### config.mk
export PLATFORM = sky130hd
export DESIGN_NAME = sum8_accum_ctrl
export DESIGN_NICKNAME = d
export VERILOG_FILES = /design/src/rtl/sum8_accum_ctrl.sv
export SDC_FILE = /design/constraint.sdc
export NUM_CORES = 1
export LEC_CHECK = 0
export CAP_MARGIN = 10
export CELL_PAD_IN_SITES_DETAIL_PLACEMENT = 0
export CELL_PAD_IN_SITES_GLOBAL_PLACEMENT = 1
export CORE_MARGIN = 1
export CORE_UTILIZATION = 33
export CTS_BUF_LIST = sky130_fd_sc_hd__clkbuf_16
export DETAILED_ROUTE_END_ITERATION = 8
export PLACE_DENSITY = 0.77
export SETUP_SLACK_MARGIN = 0.1
export SLEW_MARGIN = 5
export SYNTH_ARGS = -nofsm -noshare
export SYNTH_HDL_FRONTEND = slang
export SYNTH_SLANG_ARGS = --single-unit
### constraint.sdc
create_clock -name clk -period 1.53 [get_ports clk]
set_input_delay 0.306 -clock clk [delete_from_list [all_inputs] [get_ports clk]]
set_output_delay 0.306 -clock clk [all_outputs]
set_load 0.02 [all_outputs]
### src/rtl/sum8_accum_ctrl.sv
// sum8_accum_ctrl
// Drives an external 8-bit add/sub unit (start/sel/src1/src2 -> result/done)
// from a valid/ready stream of signed-op beats. It keeps a running 8-bit
// accumulator over a frame and presents the total, the beat count and an
// abort flag on the frame's last beat, or when the add/sub unit times out.
module sum8_accum_ctrl #(
   parameter int TIMEOUT = 15,   // max WAIT cycles for add_done before abort (>= 1)
   parameter int CNT_W   = 8     // width of the beat counter
) (
   input  logic             clk,
   input  logic             n_rst,
   // command stream
   input  logic             in_valid,
   output logic             in_ready,
   input  logic             in_sel,
   input  logic [7:0]       in_data,
   input  logic             in_last,
   // frame result stream
   output logic             out_valid,
   input  logic             out_ready,
   output logic [7:0]       out_acc,
   output logic [CNT_W-1:0] out_count,
   output logic             out_err,
   // add/sub unit interface
   output logic             add_start,
   output logic             add_sel,
   output logic [7:0]       add_src1,
   output logic [7:0]       add_src2,
   input  logic [7:0]       add_result,
   input  logic             add_done
);

   // The timeout counter only has to reach TIMEOUT-1, so clog2(TIMEOUT)
   // bits are enough; keep at least one bit for TIMEOUT == 1.
   localparam int               TMO_W    = (TIMEOUT > 1) ? $clog2(TIMEOUT) : 1;
   localparam logic [TMO_W-1:0] TMO_LAST = TMO_W'(TIMEOUT - 1);
   localparam logic [TMO_W-1:0] TMO_ONE  = TMO_W'(1);
   localparam logic [CNT_W-1:0] CNT_ONE  = CNT_W'(1);

   typedef enum logic [1:0] {
      IDLE  = 2'd0,   // waiting for a beat
      ISSUE = 2'd1,   // one-cycle start pulse to the add/sub unit
      WAIT  = 2'd2,   // waiting for add_done or timeout
      OUT   = 2'd3    // presenting the frame result
   } state_t;

   state_t            state_q, state_d;
   logic [7:0]        acc_q,   acc_d;
   logic [CNT_W-1:0]  count_q, count_d;
   logic              err_q,   err_d;
   logic              sel_q,   sel_d;
   logic [7:0]        data_q,  data_d;
   logic              last_q,  last_d;
   logic [TMO_W-1:0]  tmo_q,   tmo_d;

   // State and datapath registers; asynchronous reset drops any partial frame.
   always_ff @(posedge clk or negedge n_rst) begin
      if (!n_rst) begin
         state_q <= IDLE;
         acc_q   <= '0;
         count_q <= '0;
         err_q   <= 1'b0;
         sel_q   <= 1'b0;
         data_q  <= '0;
         last_q  <= 1'b0;
         tmo_q   <= '0;
      end else begin
         state_q <= state_d;
         acc_q   <= acc_d;
         count_q <= count_d;
         err_q   <= err_d;
         sel_q   <= sel_d;
         data_q  <= data_d;
         last_q  <= last_d;
         tmo_q   <= tmo_d;
      end
   end

   // Next-state and datapath updates; every register holds unless a state acts on it.
   always_comb begin
      state_d = state_q;
      acc_d   = acc_q;
      count_d = count_q;
      err_d   = err_q;
      sel_d   = sel_q;
      data_d  = data_q;
      last_d  = last_q;
      tmo_d   = tmo_q;

      unique case (state_q)
         IDLE: begin
            // Beat operands are captured here so the add/sub inputs stay
            // stable through ISSUE and WAIT regardless of the stream.
            if (in_valid) begin
               sel_d   = in_sel;
               data_d  = in_data;
               last_d  = in_last;
               state_d = ISSUE;
            end
         end

         ISSUE: begin
            tmo_d   = '0;
            state_d = WAIT;
         end

         WAIT: begin
            if (add_done) begin
               acc_d   = add_result;
               count_d = count_q + CNT_ONE;
               state_d = last_q ? OUT : IDLE;
            end else if (tmo_q == TMO_LAST) begin
               // Abort: accumulator and count keep their pre-beat values.
               err_d   = 1'b1;
               state_d = OUT;
            end else begin
               tmo_d = tmo_q + TMO_ONE;
            end
         end

         OUT: begin
            // Result stays on the outputs until the consumer takes it;
            // the next frame then starts from a clean accumulator.
            if (out_ready) begin
               acc_d   = '0;
               count_d = '0;
               err_d   = 1'b0;
               state_d = IDLE;
            end
         end

         default: begin
            state_d = IDLE;
         end
      endcase
   end

   // Handshake and add/sub interface outputs decode directly from registers.
   assign in_ready  = (state_q == IDLE);
   assign add_start = (state_q == ISSUE);
   assign add_sel   = sel_q;
   assign add_src1  = acc_q;
   assign add_src2  = data_q;

   assign out_valid = (state_q == OUT);
   assign out_acc   = acc_q;
   assign out_count = count_q;
   assign out_err   = err_q;

endmodule
==> summary.txt <==
Clock tree
  – CTS clk-pin slew, worst paths: 0.05 ns
  – CTS tree: built
  – Clock Root Buffer: clkbuf_16
  – Skew-Pair Late Insertion Delay: 0.27 ns
  – CTS max path bufs: 2
  – Inserted Clock Buffers: 5
  – Cts hold-fix bufs: 0
  – Total clock sinks: 33
  – H-tree levels: 2

Synth
  – Seq cells post-synth: 33
  – Cells after synthesis: 134
  – Yosys top cell by area: dfrtp_1
  – Share of flip-flops with an asynchronous set or reset: 1.000
  – Post-synthesis sequential area ratio: 0.5383
  – Largest cells by area after synthesis: dfrtp_1 (54%), mux2_2 (7.3%), a22o_1 (5.7%)
  – Yosys top cell area share: 0.5383
  – EDFF count, synth: 0
  – Synthesis Warnings: 0
  – Synth Net Count: 160
  – Post-synthesis cell type count: 34
  – Syn avg cell area: 11.45 sq um
  – Cell Area, Synth: 1534 sq um
  – Dominant synthesized flop cell: dfrtp_1

Final layout
  – Fin nets: 237
  – Share of layout cells above drive strength 1: 0.3019
  – Fin util: 0.5777
  – Inserted Diodes: 0
  – FILL cells: 389
  – Layout area overhead: 66.23%
  – Final non-filler cell total: 264

Drt
  – Remaining antenna violation count: 0
  – DR vias: 1339
  – Initial DRC count: 69
  – Overall routed net length: 3.903 mm
  – Vias per cell: 5.072
  – DR WL/cell: 14.78 microns
  – First-pass iteration count of the detailed router: 5
  – DRC viols: 0

Timing
  – Clock Skew: 0.003969 ns
  – Slew Viols, Final: 0
  – RSZ-0062 raised after global routing: yes
  – Final min period: 1.428 ns
  – Endpoints failing hold: 0
  – Worst Tran Pin Value: 0.2769 ns
  – Highest achievable clock rate: 0.7005 GHz
  – Setup violations, final: 0
  – Slew HR: 0.8115
  – Fin crit share: 0.9331

Worst hold path
  – Min-delay worst type: input port to asynchronous set/reset pin

Setup path
  – Crit path capture type: output pin
  – Reg-to-reg critical path startpoint: state_q[1]
  – Worst Setup SP: state_q[1]
  – R2R cell count: 5
  – Reg2Reg Setup Slack: 0.11 ns
  – CP max FO: 4
  – Launching element type of the critical path: flip-flop
  – Worst EP arrival: 1.12 ns
  – CP Data Required Time: 1.22 ns
  – Worst Setup Path Type: flip-flop to output pin
  – Crit path capture: add_start
  – Worst reg2reg endpoint: add_src1[2]

Floorplanning
  – Die width: 70.18 microns
  – Die height: 70.18 microns
  – Core area: 4414 sq um
  – Die Area: 4925 sq um
  – # rows: 24
  – Starting Density: 0.3475
  – I/O pins: 60

Global routing
  – Total track usage: 0.1723
  – Largest net degree at the start of global routing: 34
  – Vias in the first global route: 1380
  – Initial antenna violation count: 0
  – Overflow after GRT: 0
  – First-pass GRT wire length: 6.568 mm

Power and ir drop
  – P_leak: 1.243 nW
  – Worst VDD drop: 0.9929 mV
  – Pwr per Cell Area: 2078 nW/um^2

Place
  – RD Place Congestion: 0.7414
  – Dpl hpwl: 2.567 mm
  – Placed instance count: 245
  – Number of I/O port buffers: 59

Job
  – Max Cap Viol: 0

Outcome
  – Run status: finished clean
[synth_stat cells, types with 2 or more instances]
master and number:
ha_1 3, buf_4 8, mux2_2 10, nand2b_1 5, a21oi_1 4, and2_1 2
buf_2 3, nand2_1 8, a41oi_1 2, a22o_1 10, mux2i_1 2, nor2b_1 2
nor2_1 9, xnor2_1 3, nor3_1 2, o21ai_0 3, xor2_1 2, dfrtp_1 33
nand3_1 4, nand4_1 3, inv_1 3
[kinds of logic after synthesis]
logic type	Yosys count	synth area share
flip-flops	33	0.5383
multiplexers	12	0.08646
adder cells (fa/ha/maj)	3	0.02447
buffers and inverters	16	0.06606
AND/OR/NAND/NOR	42	0.1452
AO/OA/AOI/OAI	23	0.1109
XOR/XNOR	5	0.02855
[worst max-delay path, stage by stage, from the launching register on]
cell and delay, ns:
dfrtp_2 0.42, buf_6 0.13, nand2b_4 0.14, inv_2 0.05, buf_6 0.10
[power breakdown]
group | switching, mW | internal, mW
registers | 0.277 | 1.22
clock network | 0.362 | 0.929
logic | 1.25 | 1.26
[worst min-delay path by stage]
stage | cells past startpoint | to | from | slack (ns)
floorplan | 0 | add_sel | n_rst | 0.01
global placement | 1 | add_sel | add_sel | 0.49
detailed placement | 1 | add_src2[3] | add_src2[3] | 0.50
CTS | 2 | tmo_q[1] | n_rst | 0.41
global route | 2 | add_src1[0] | n_rst | 0.43
finish | 2 | out_count[5] | n_rst | 0.40
[what timing repair did]
| item | CTS | global route |
|---|---|---|
| setup buffers | 8 | 3 |
| gates cloned | 1 | 1 |
| pin swaps | 4 | 9 |
| gates resized for setup | 66 | 10 |
| setup endpoints to repair | 61 | 31 |
[layer usage]
layer	up-vias	wire (microns)	GRT usage
met2	58	1950	0.2756
met5	-	0	0
met1	647	1584	0.2100
met4	0	102	0.07333
li1	624	-	-
met3	10	266	0.06061
[per-stage QoR]
step	total power, mW	worst slack (ns)	hold slack, ns	TNS (ns)	cell area (sq um)
global route	5.613	0.05796	0.4341	0	2550
global placement	3.864	-0.1219	0.4935	-1.175	2230
floorplan	2.843	0.1266	0.01041	0	1544
detailed placement	3.911	-0.1575	0.4951	-1.712	2230
CTS	5.310	-0.002866	0.4067	-0.002866	2519
finish	5.299	0.1024	0.3970	0	2550
[final cells by class]
cell class,count,area (sq um),share of cell area
repair buffers,83,777.0,0.3047
well taps,52,65.06,0.02552
clock inverters,3,65.06,0.02552
multi-input cells,85,676.9,0.2655
flip-flops and latches,33,829.5,0.3253
clock buffers,5,125.1,0.04907
inverters,3,11.26,0.004416
[cells in the final DEF, fill, tap and decap left out, drive strengths merged, types with 5 or more instances in the layout]
| cell | n |
|---|---|
| dlygate4sd2 | 34 |
| a22o | 10 |
| buf | 27 |
| nand2b | 5 |
| dfrtp | 33 |
| clkbuf | 5 |
| mux2 | 10 |
| clkdlybuf4s50 | 21 |
| nand2 | 8 |
| nor2 | 10 |
[sequential cells by signal (all words and copies together) (netlist names)]
register / flops
add_src1: 8
add_src2: 8
out_count: 8
tmo_q: 4
state_q: 2
add_sel: 1
last_q: 1
out_err: 1
Power figures use the tool's default switching activity.
